===== src/rtl/button_conditioner.sv =====
// Per-channel button conditioner: synchronizer chain, debounce counter, clean level and
// single-cycle press/release pulses. The release pulse port is release_pulse because
// "release" is a reserved word.
module button_conditioner #(
  parameter int CHANNELS        = 4,
  parameter int SYNC_STAGES     = 2,
  parameter int DEBOUNCE_CYCLES = 16
) (
  input  logic                clk,
  input  logic                rst,
  input  logic [CHANNELS-1:0] button,
  output logic [CHANNELS-1:0] stable,
  output logic [CHANNELS-1:0] press,
  output logic [CHANNELS-1:0] release_pulse
);

  localparam int CW = (DEBOUNCE_CYCLES > 1) ? $clog2(DEBOUNCE_CYCLES) : 1;
  localparam logic [CW-1:0] CNT_MAX = CW'(DEBOUNCE_CYCLES - 1);

  for (genvar i = 0; i < CHANNELS; i++) begin : g_ch
    logic [SYNC_STAGES-1:0] sync_q;
    logic [CW-1:0]          count_q;
    logic                   stable_q;
    logic                   press_q;
    logic                   release_q;
    logic                   sync_out;

    assign sync_out = sync_q[SYNC_STAGES-1];

    always_ff @(posedge clk) begin
      if (rst) begin
        sync_q    <= '0;
        count_q   <= '0;
        stable_q  <= 1'b0;
        press_q   <= 1'b0;
        release_q <= 1'b0;
      end else begin
        sync_q    <= {sync_q[SYNC_STAGES-2:0], button[i]};
        press_q   <= 1'b0;
        release_q <= 1'b0;
        if (sync_out == stable_q) begin
          count_q <= '0;
        end else if (count_q == CNT_MAX) begin
          // The mismatch has persisted long enough: accept the new level.
          stable_q  <= sync_out;
          count_q   <= '0;
          press_q   <= sync_out;
          release_q <= ~sync_out;
        end else begin
          count_q <= count_q + CW'(1);
        end
      end
    end

    assign stable[i]        = stable_q;
    assign press[i]         = press_q;
    assign release_pulse[i] = release_q;
  end

endmodule


===== config.mk =====
export PLATFORM = sky130hd
export DESIGN_NAME = button_conditioner
export DESIGN_NICKNAME = d
export VERILOG_FILES = /design/src/rtl/button_conditioner.sv
export SDC_FILE = /design/constraint.sdc
export NUM_CORES = 1
export LEC_CHECK = 0
export BUFFER_PORTS_ARGS = -buffer_cell sky130_fd_sc_hd__buf_2
export CAP_MARGIN = 20
export CORE_ASPECT_RATIO = 1.2
export CORE_MARGIN = 5
export CORE_UTILIZATION = 49
export CTS_CLUSTER_DIAMETER = 40
export DETAILED_ROUTE_END_ITERATION = 12
export GPL_ROUTABILITY_DRIVEN = 0
export GPL_TIMING_DRIVEN = 0
export PLACE_DENSITY_LB_ADDON = 0.12
export SKIP_LAST_GASP = 1
export SLEW_MARGIN = 0
export SYNTH_ARGS = -nofsm -noshare
export SYNTH_HDL_FRONTEND = slang
export SYNTH_SLANG_ARGS = --single-unit

===== constraint.sdc =====
create_clock -name clk -period 1.2 [get_ports clk]
set_input_delay 0.06 -clock clk [delete_from_list [all_inputs] [get_ports clk]]
set_output_delay 0.06 -clock clk [all_outputs]
set_load 0.03 [all_outputs]

; Word-level counts from Yosys, hierarchy flattened
; Index checks and enable logic that the tools add are counted.
[word_totals]
in_bits = 6
out_inout_bits = 12
register_bits = 36
wordCells = 56
[classes]
bitwise_logic = 12
n_addsub = 4
n_reduce_logical = 12
eq_ne = 8
[ops]
columns = operator, count
row1 = 3-bit OR reduction, 8
row2 = 4-bit by 1-bit adder with 4-bit output (second input constant), 4
row3 = 4-bit == test (second input constant), 4
row4 = 1-bit inverter, 12
row5 = 2-bit AND reduction, 4
row6 = 1-bit == test, 4

; Logic depth before layout (Yosys ltp)
; Gate-level depths: netlist of run 1.
[logic_depth]
depth_word = 3
mapped_depth = 4
depth_no_buf = 4

; Worst setup path after synthesis of run 1
; Ideal clock, no wire load.
[synth_timing]
path_kind = reg-to-reg
from = register g_ch[0].count_q[0]
to = register g_ch[0].count_q[3]
setup_slack_ps = 113
t_arrival_ps = 1025
required_ps = 1138
stages_incl_launch_ff = 4
synth_period_minus_slack_ps = 1087
path_cell_list = dfxtp_1 > ha_1 > a311o_2 > nor2_2
[synth_via]
elab_chain_len = 2
elab_cells_between_ends = 3
cone_classes = add/sub (1) / eq/ne (1) / reduce/logical (1)
[synth_lines]
columns = item, line
row1 = "start, declared", 22  ; logic [CW-1:0] count_q;
row2 = "start signal, assigned", 50  ; count_q <= count_q + CW'(1);
row3 = "parallel branches: the longest is 2 deep, another holds 4-bit by 1-bit adder with 4-bit output", -
; Several ways; the timed one is not identified.
; A chain may end at the register's enable or synchronous reset.

; Final worst setup path of run 1
[layout_timing]
from = register g_ch[1].count_q[0]
to = register g_ch[1].stable_q
[layout_via]
elab_chain_len = 2
[layout_lines]
columns = item, line
row1 = "start, declared", 22
row2 = "start signal, assigned", 50
row3 = 4-bit == test, 43  ; end else if (count_q == CNT_MAX) begin
row4 = 2-bit AND reduction (no source line), -
row5 = "end signal, assigned", 45  ; stable_q <= sync_out;
row6 = "end, declared", 23  ; logic stable_q;
; Every way passes these cells.

==> run summary, run 1 <==
Ys Warns: 0
layout overhead on the synthesized area: 18.0%
final setup fails: 0
depth of the most critical reg-to-reg path: 4
# diodes: 0
# DRC: 0
clock share of power: 30.7%
CP max stage cell: dfxtp_1
HP Class: flop to flop
DIE AREA: 3800 um2
crit path DAT: 1.34 ns
Mapped Avg Cell Area: 10.6 um2
Post-Place Cell Area: 1430 um2
Hold Path Stages: 1
combinational share of power: 3.3%
Post-CTS Setup Bufs: 0
CP delay by family, top: flip-flops
max-cap viol count: 0
core area: 2550 um2
share of the synthesized area in the top cell type: 55.2%
I/O pins: 18
internal cell power: 1.46 mW
worst path cell trace: ha_1 -> nand3_1 -> mux2i_1 -> nor2_1
IO Port Bufs: 17
largest net degree at the start of global routing: 11
clk root buf: clkbuf_4
Mapped Nets: 133
Final Critical Period: 1.14 ns
cell accounting for the most synthesized area: dfxtp_1
pwr/cell area: 1200 nW/um2
clk buf depth: 2
share of layout cells above drive strength 1: 25.7%
unrepaired setup endpoints after global routing: yes
cts bufs inserted: 5
outcome: finished, final reports clean
vias in the first global route: 886
final net count: 162
routed vias/inst: 4.74
Clock transition at path regs: 0.10 ns
highest-count cells in the layout ignoring fill and taps: 36 x dfxtp_1, 17 x buf_2, 15 x nor2_1, 12 x buf_4, 11 x nand3_1
first-pass GRT wire length: 3430 um
Hold WS: 0.429 ns
GRT Overall Usage: 11.9%
Critical Path RT: 1.40 ns
dpl hpwl: 1450 um
critical path's largest stage delay: 0.34 ns
Die Wd: 57.1 um
Finished Cell Area: 1540 um2
WL per Instance: 10.8 um
Post-DRT Antenna Nets: 0
worst rel slew slack: 66.8%
Filler cells: 247
DR iter-0 viols: 1
Worst Setup Start Kind: flop
Mapped Area: 1310 um2
Pleak: 0.730 nW
final hold violation count: 0
commonest non-fill, non-tap cell in the layout: dfxtp_1
NetSw: 0.391 mW
crit share post-route: 95.0%
router iterations before antenna repair: 2
Worst setup EP type: flop
Yosys cell types: 16
Rows: 20
final WL: 2010 um
peak supply drop: 945 uV
clock insertion delay at the later pin of the skew report: 0.32 ns
CTS tree: built
fin util: 60.3%
Tot Pwr: 1.85 mW
worst-margin pin slew: 0.498 ns
switching part of the total power: 21.1%
sequential share of power: 66.0%
Initial Utilization: 51.1%
fmax: 877 MHz
antenna violations before repair: 0
Post-Syn Instances: 123
skew final: 0.00934 ns
#FFs+latches synth: 36
register area share after synthesis: 55.2%
Setup CP Type: flop to flop
worst path bufs/invs: 0
setup_tns: 0 ns
Crit Path Max Fanout: 4
critical path depth: 4
fin. max-slew vios: 0
H-tree depth: 2
routed vias: 877
Die Ht: 66.5 um
grt ovf: 0
total clock sinks: 36
dominant cells by area after synthesis: dfxtp_1 55%, buf_4 6.9%, xor2_1 6.7%
==> through the flow <==
step                setup WS (ns)  cells
CTS                        0.0428    185
global route            -0.000431    185
global placement           0.0890    173
detailed placement         0.0671    173
finish                     0.0599    185
floorplan                   0.113    123
==> area by class of cell <==
cell class	count	area, um2	area share [%]
Buffer	14	97.6	6.34
Clock buffer	6	41.3	2.68
Clock inverter	1	5.00	0.325
Inverter	5	18.8	1.22
Multi-Input combinational cell	68	480	31.2
Sequential cell	36	721	46.8
Tap cell	33	41.3	2.68
Timing Repair Buffer	22	135	8.77
==> logic make-up (layout without fill, tap and decap cells) <==
family	count (synthesis)	in the layout	synth area share [%]
AND/OR/NAND/NOR	47	47	20.0
flip-flops	36	36	55.2
buffers and inverters	19	48	8.92
XOR/XNOR	12	12	8.05
adder cells (fa/ha/maj)	4	4	3.84
multiplexers	4	4	3.07
AO/OA/AOI/OAI	1	1	0.863
==> sequential cells by signal (all words and copies together) (netlist names) <==
name            cells
g_ch.count_q       16
g_ch.sync_q         8
g_ch.press_q        4
g_ch.release_q      4
g_ch.stable_q       4
==> cells in the mapped netlist <==
cell,number
dfxtp_1,36
nor2_1,15
buf_4,12
nand3_1,11
xor2_1,10
nor2b_1,8
nor4b_1,8
inv_1,5
ha_1,4
mux2i_1,4
and3_1,3
clkbuf_1,2
xnor2_1,2
a311o_2,1
nor2_2,1
nor3_1,1
==> power by group through the flow <==
stage,sequential (mW),combinational [mW],clock (mW)
after floorplan,1.25,0.0320,0
after global placement,1.25,0.0470,0
after detailed placement,1.25,0.0491,0
after CTS,1.22,0.0614,0.600
after global routing,1.22,0.0691,0.670
final,1.22,0.0612,0.568
==> worst reg2reg max path: stages (launching register included) <==
cell     delay [ns]
dfxtp_1        0.34
ha_1           0.22
nand3_1        0.17
mux2i_1        0.22
nor2_1         0.06
==> what timing repair did <==
action | 4_1_cts | 5_1_grt
endpoints found under the hold margin | 5 | 0
gates resized for setup | 0 | 2
hold buffers | 5 | 0
endpoints found under the setup margin | 0 | 4
==> per-layer routing <==
metal	track usage, %	vias up	routed length (um)
li1	-	454	-
met1	11.1	401	831
met2	21.7	16	1040
met3	4.46	6	91
met4	6.96	0	47
met5	0	-	0
==> worst paths after layout <==
kind / startpoint / to / slack (ns)
max: g_ch[1].count_q[0] / g_ch[1].stable_q / 0.06
min: g_ch[2].sync_q[0] / g_ch[2].sync_q[1] / 0.43
max reg2reg: g_ch[1].count_q[0] / g_ch[1].stable_q / 0.06
min reg2reg: g_ch[2].sync_q[0] / g_ch[2].sync_q[1] / 0.43
No activity file was read; power rests on OpenSTA's default activity.
==> run 2: changes to the inputs <==
--- a/config.mk
+++ b/config.mk
@@ -9,7 +9,7 @@
 export CAP_MARGIN = 20
 export CORE_ASPECT_RATIO = 1.2
 export CORE_MARGIN = 5
-export CORE_UTILIZATION = 49
+export CORE_UTILIZATION = 54
 export CTS_CLUSTER_DIAMETER = 40
 export DETAILED_ROUTE_END_ITERATION = 12
 export GPL_ROUTABILITY_DRIVEN = 0
==> constraint.sdc (replaced) <==
create_clock -name clk -period 1.14 [get_ports clk]
set_input_delay 0.057 -clock clk [delete_from_list [all_inputs] [get_ports clk]]
set_output_delay 0.057 -clock clk [all_outputs]
set_load 0.03 [all_outputs]
==> run 2 against run 1 <==
  * Via count increased by 0.91%
  * Combinational power up 17%
  * Final area rose by 6.5%
  * Critical path depth is 1 lower
  * Maximum frequency increased by 2.0%
  * Largest cell class unchanged
==> run summary, run 2 (same netlist as run 1, synthesis figures left out) <==
peak supply drop: 1030 uV (+9.3%)
DR iter-0 viols: 9 (+8)
Reg-to-Reg Start: g_ch[0].count_q[0]
grt ovf: 0 (unchanged)
IO Port Bufs: 17 (unchanged)
crit path DAT: 1.38 ns (+0.04 ns)
routed vias: 885 (+0.91%)
fmax: 895 MHz (+2.0%)
Rows: 19 (-5.0%)
share of layout cells above drive strength 1: 40.5% (+15 points)
unrepaired setup endpoints after global routing: yes
GRT Overall Usage: 14.5% (+2.6 points)
skew final: 0.00828 ns (-0.00106 ns)
final net count: 162 (unchanged)
internal cell power: 1.62 mW (+11%)
fin. max-slew vios: 0 (unchanged)
I/O pins: 18 (unchanged)
total clock sinks: 36 (unchanged)
vias in the first global route: 901 (+1.7%)
CTS tree: built
final hold violation count: 0 (unchanged)
first-pass GRT wire length: 3650 um (+6.4%)
commonest non-fill, non-tap cell in the layout: dfxtp_1
worst rel slew slack: 83.1% (+16 points)
core area: 2310 um2 (-9.7%)
Filler cells: 178 (-28%)
pwr/cell area: 1240 nW/um2 (+3.0%)
final setup fails: 0 (unchanged)
fin util: 71.1% (+11 points)
final WL: 2110 um (+4.9%)
max reg flops: 16 (unchanged)
clk buf depth: 2 (unchanged)
Die Ht: 63.9 um (-4.0%)
Most flops, register: g_ch.count_q
clk root buf: clkbuf_4
Worst setup EP type: flop
reg-to-reg setup timing slack: 0.02 ns (-0.04 ns)
layout overhead on the synthesized area: 25.7%
Die Wd: 54.9 um (-3.9%)
Pleak: 0.733 nW (+0.45%)
router iterations before antenna repair: 4 (+2)
NetSw: 0.412 mW (+5.4%)
Clock transition at path regs: 0.09 ns (about the same)
crit share post-route: 98.0% (+3.0 points)
largest net degree at the start of global routing: 11 (unchanged)
highest-count cells in the layout ignoring fill and taps: 29 x dfxtp_1, 17 x buf_2, 13 x nor2_1, 12 x buf_4, 10 x xor2_1
routed vias/inst: 4.81 (+1.5%)
switching part of the total power: 20.3% (-0.82 points)
Setup CP Type: flop to flop
H-tree depth: 2 (unchanged)
end point of the critical path: g_ch[0].count_q[1]
clock insertion delay at the later pin of the skew report: 0.32 ns (about the same)
depth of the most critical reg-to-reg path: 3 (-1)
Crit Reg-Reg Endpoint: g_ch[0].count_q[1]
max-cap viol count: 0 (unchanged)
Initial Utilization: 56.6% (+5.5 points)
# diodes: 0 (unchanged)
HP Class: flop to flop
sequential share of power: 63.4% (-2.6 points)
cts bufs inserted: 5 (unchanged)
Worst Setup Start Kind: flop
Multi-input gate area: 559 um2 (+16%)
Largest regs: g_ch.count_q (16), g_ch.sync_q (8)
Post-DRT Antenna Nets: 0 (unchanged)
worst-margin pin slew: 0.250 ns (-0.248 ns)
combinational share of power: 3.5% (+0.2 points)
clock share of power: 33.1% (+2.4 points)
WL per Instance: 11.4 um (+5.5%)
outcome: finished, final reports clean
dpl hpwl: 1320 um (-9.1%)
sequential cell area: 729 um2 (+1.2%)
# DRC: 0 (unchanged)
Crit Path Max Fanout: 3 (-1)
Final Critical Period: 1.12 ns (-0.0227 ns)
DIE AREA: 3500 um2 (-7.8%)
Critical Path RT: 1.40 ns (about the same)
antenna violations before repair: 0 (unchanged)
Tot Pwr: 2.03 mW (+9.7%)
Crit. Startpoint: g_ch[0].count_q[0]
==> run 2: changes by cell type in the layout (fill, tap and decap cells not counted), sizes merged <==
cell / before / now
clkinv: 1 / 0
clkbuf: 8 / 10
==> run 2: critical path, stage by stage, from the launching register on <==
cell and delay (ns):
dfxtp_2 0.36, ha_4 0.18, a311o_2 0.43, nor2_2 0.10
==> run 2: area by class of cell <==
cell class                      instances  area share (%)
Buffer                                 14            6.10
Clock buffer                            8            3.59
Inverter                                5            1.14
Multi-Input combinational cell         68            34.1
Sequential cell                        36            44.5
Tap cell                               31            2.36
Timing Repair Buffer                   22            8.24
==> run 2: per-layer routing <==
metal	part of all wire, %	vias to the layer above	global-route usage, %
met5	0	-	0
met4	1.2	0	8.10
met3	6.0	4	6.51
met2	54	17	23.2
met1	39	411	15.1
li1	-	453	-
==> run 2: per-stage QoR <==
stage | hold slack, ns | setup WS (ns) | cells | setup TNS, ns | area, um2
final | 0.419 | 0.0226 | 184 | 0 | 1640
after global routing | 0.437 | -0.0198 | 184 | -0.0475 | 1640
after CTS | 0.443 | 0.00288 | 184 | 0 | 1550
after detailed placement | 0.269 | 0.0101 | 171 | 0 | 1430
after global placement | 0.266 | 0.0363 | 171 | 0 | 1430
after floorplan | 0.129 | 0.0529 | 123 | 0 | 1310
==> run 2: timing repair <==
action / in CTS / in global routing
hold endpoints to repair: 5 / 0
hold buffers: 5 / 0
pin swaps: 1 / 2
gates resized for setup: 2 / 27
buffers inserted: 0 / 0
endpoints found under the setup margin: 4 / 28
==> run 2: how the worst min path moves through the flow <==
stage                       start            endpoint  cells past startpoint
4_1_cts         g_ch[2].sync_q[0]   g_ch[2].sync_q[1]                      1
3_3_place_gp            button[2]   g_ch[2].sync_q[0]                      2
3_5_place_dp            button[1]   g_ch[1].sync_q[0]                      2
5_1_grt        g_ch[3].count_q[0]  g_ch[3].count_q[0]                      1
6_report       g_ch[3].count_q[0]  g_ch[3].count_q[0]                      1
2_1_floorplan                 rst   g_ch[0].sync_q[1]                      1
==> run 2: power by group through the flow <==
stage | Sequential (mW) | Combinational, mW | Clock (mW)
2_1_floorplan | 1.31 | 0.0337 | 0
3_3_place_gp | 1.31 | 0.0488 | 0
3_5_place_dp | 1.31 | 0.0507 | 0
4_1_cts | 1.28 | 0.0646 | 0.704
5_1_grt | 1.29 | 0.0814 | 0.767
6_report | 1.29 | 0.0713 | 0.671
==> run 3: changes to the inputs <==
--- a/config.mk
+++ b/config.mk
@@ -9,7 +9,7 @@
 export CAP_MARGIN = 20
 export CORE_ASPECT_RATIO = 1.2
 export CORE_MARGIN = 5
-export CORE_UTILIZATION = 54
+export CORE_UTILIZATION = 44
 export CTS_CLUSTER_DIAMETER = 40
 export DETAILED_ROUTE_END_ITERATION = 12
 export GPL_ROUTABILITY_DRIVEN = 0
==> run 3 against run 2 <==
  * Clock power increased by 31%
  * Via count decreased by 1.9%
  * First-iteration DRC count increased by 33%
  * Global-route usage decreased by 2.8 points
  * Cell count increased by 1.6%
  * Sequential power about the same
  * Setup slack improved by 0.028 ns
  * Combinational power decreased by 5.8%
  * Final area unchanged
  * Critical endpoint is now g_ch[0].count_q[3]
==> run summary, run 3 (same netlist as run 1, synthesis figures left out) <==
core area: 2810 um2 (+22%)
Rows: 21 (+2)
routed vias/inst: 4.64 (-3.5%)
WL per Instance: 10.6 um (-7.0%)
clk root buf: clkbuf_4
share of layout cells above drive strength 1: 38.6% (-2.0 points)
Post-CTS Setup Bufs: 0 (unchanged)
Crit. Startpoint: g_ch[0].count_q[0]
dpl hpwl: 1400 um (+6.3%)
worst-margin pin slew: 0.476 ns (+0.225 ns)
switching part of the total power: 20.8% (+0.51 points)
worst rel slew slack: 68.3% (-15 points)
Post-DRT Antenna Nets: 0 (unchanged)
sequential share of power: 57.6% (-5.8 points)
Multi-input gate area: 533 um2 (-4.7%)
Post-Place Cell Area: 1430 um2 (+0.26%)
skew final: 0.0111 ns (+0.00277 ns)
critical path's largest stage delay: 0.39 ns (-0.04 ns)
CTS tree: built
highest-count cells in the layout ignoring fill and taps: 29 x dfxtp_1, 17 x buf_2, 15 x nor2_1, 12 x buf_4, 10 x xor2_1
largest net degree at the start of global routing: 13 (+2)
GRT Overall Usage: 11.7% (-2.8 points)
Final Critical Period: 1.09 ns (-0.0282 ns)
internal cell power: 1.77 mW (+9.2%)
NetSw: 0.465 mW (+13%)
fin. max-slew vios: 0 (unchanged)
unrepaired setup endpoints after global routing: yes
Filler cells: 253 (+42%)
cts bufs inserted: 5 (unchanged)
IO Port Bufs: 17 (unchanged)
Pleak: 0.748 nW (+2.0%)
combinational share of power: 3.0% (-0.5 points)
Hold Path Stages: 1 (unchanged)
first-pass GRT wire length: 3680 um (+0.93%)
final WL: 1990 um (-5.5%)
final setup fails: 0 (unchanged)
Critical Path RT: 1.43 ns (+0.03 ns)
depth of the most critical reg-to-reg path: 3 (unchanged)
Die Ht: 69.7 um (+9.1%)
peak supply drop: 1050 uV (+1.6%)
layout overhead on the synthesized area: 25.7% (unchanged)
setup_tns: 0 ns (unchanged)
final net count: 162 (unchanged)
total clock sinks: 36 (unchanged)
Setup CP Type: flop to flop
crit path DAT: 1.38 ns (about the same)
Tot Pwr: 2.23 mW (+9.9%)
fmax: 918 MHz (+2.6%)
antenna violations before repair: 0 (unchanged)
HP Class: flop to flop
Initial Utilization: 46.4% (-10 points)
CP max stage cell: a311o_2
Worst setup EP type: flop
commonest non-fill, non-tap cell in the layout: dfxtp_1
fin util: 58.3% (-13 points)
Finished Cell Area: 1640 um2 (unchanged)
DIE AREA: 4160 um2 (+19%)
# DRC: 0 (unchanged)
Layout Cells excl Fill: 187 (+1.6%)
H-tree depth: 2 (unchanged)
Largest regs: g_ch.count_q (16), g_ch.sync_q (8)
max reg flops: 16 (unchanged)
DP Cell Count: 174 (+1.8%)
routed vias: 868 (-1.9%)
router iterations before antenna repair: 4 (unchanged)
crit share post-route: 95.5% (-2.5 points)
Crit Path Max Fanout: 3 (unchanged)
grt ovf: 0 (unchanged)
worst path cell trace: ha_2 -> a311o_2 -> nor2_2
Most flops, register: g_ch.count_q
clk buf depth: 2 (unchanged)
outcome: finished, final reports clean
final hold violation count: 0 (unchanged)
sequential cell area: 732 um2 (+0.34%)
I/O pins: 18 (unchanged)
# diodes: 0 (unchanged)
pwr/cell area: 1360 nW/um2 (+9.9%)
clock insertion delay at the later pin of the skew report: 0.34 ns (+0.02 ns)
Clock transition at path regs: 0.11 ns (+0.02 ns)
max-cap viol count: 0 (unchanged)
clock share of power: 39.4% (+6.3 points)
Worst Setup Start Kind: flop
Reg-to-Reg Start: g_ch[0].count_q[0]
vias in the first global route: 898 (-0.33%)
min-delay src: g_ch[0].count_q[0]
Die Wd: 59.7 um (+8.8%)
DR iter-0 viols: 12 (+3)
==> run 3: worst paths after layout <==
path,slack [ns],to
min reg2reg,0.42,g_ch[0].count_q[0]
max,0.05,g_ch[0].count_q[3]
max reg2reg,0.05,g_ch[0].count_q[3]
min,0.42,g_ch[0].count_q[0]
==> run 3: metrics by stage <==
stage	hold WS, ns	setup slack (ns)
after global placement	0.269	0.0323
after global routing	0.442	-0.00293
final	0.423	0.0508
after detailed placement	0.273	0.0118
after floorplan	0.129	0.0529
after CTS	0.435	0.00117
==> run 3: repair_timing <==
item,in CTS,in global routing
pin swaps,0,1
resized for setup,5,17
endpoints found under the hold margin,5,0
setup endpoints to repair,7,25
hold buffers,5,0
==> run 3: area by class of cell <==
cell class                      count  area share [%]
Buffer                             14            6.03
Inverter                            5            1.14
Timing Repair Buffer               22            8.24
Clock inverter                      3            2.59
Clock buffer                        5            2.29
Multi-Input combinational cell     68            32.5
Sequential cell                    36            44.6
Tap cell                           34            2.59
==> run 3: power by group through the flow <==
stage	Sequential, mW	Clock (mW)	Combinational, mW
after detailed placement	1.31	0	0.0512
after global placement	1.31	0	0.0493
after global routing	1.29	0.977	0.0783
final	1.28	0.879	0.0672
after floorplan	1.31	0	0.0337
after CTS	1.29	0.921	0.0646
==> run 3: critical path: cells and delay by family (launching register included) <==
| kind | cells | cell delay (ns) |
|---|---|---|
| compound gates | 1 | 0.39 |
| flops | 1 | 0.34 |
| fa+ha+maj | 1 | 0.21 |
| simple gates | 1 | 0.10 |
==> run 3: layer usage <==
metal	global-route usage [%]	vias to the layer above	wire, um
met1	12.8	386	895
met4	7.39	0	57
li1	-	456	-
met2	18.1	20	917
met5	0	-	0
met3	4.47	6	120
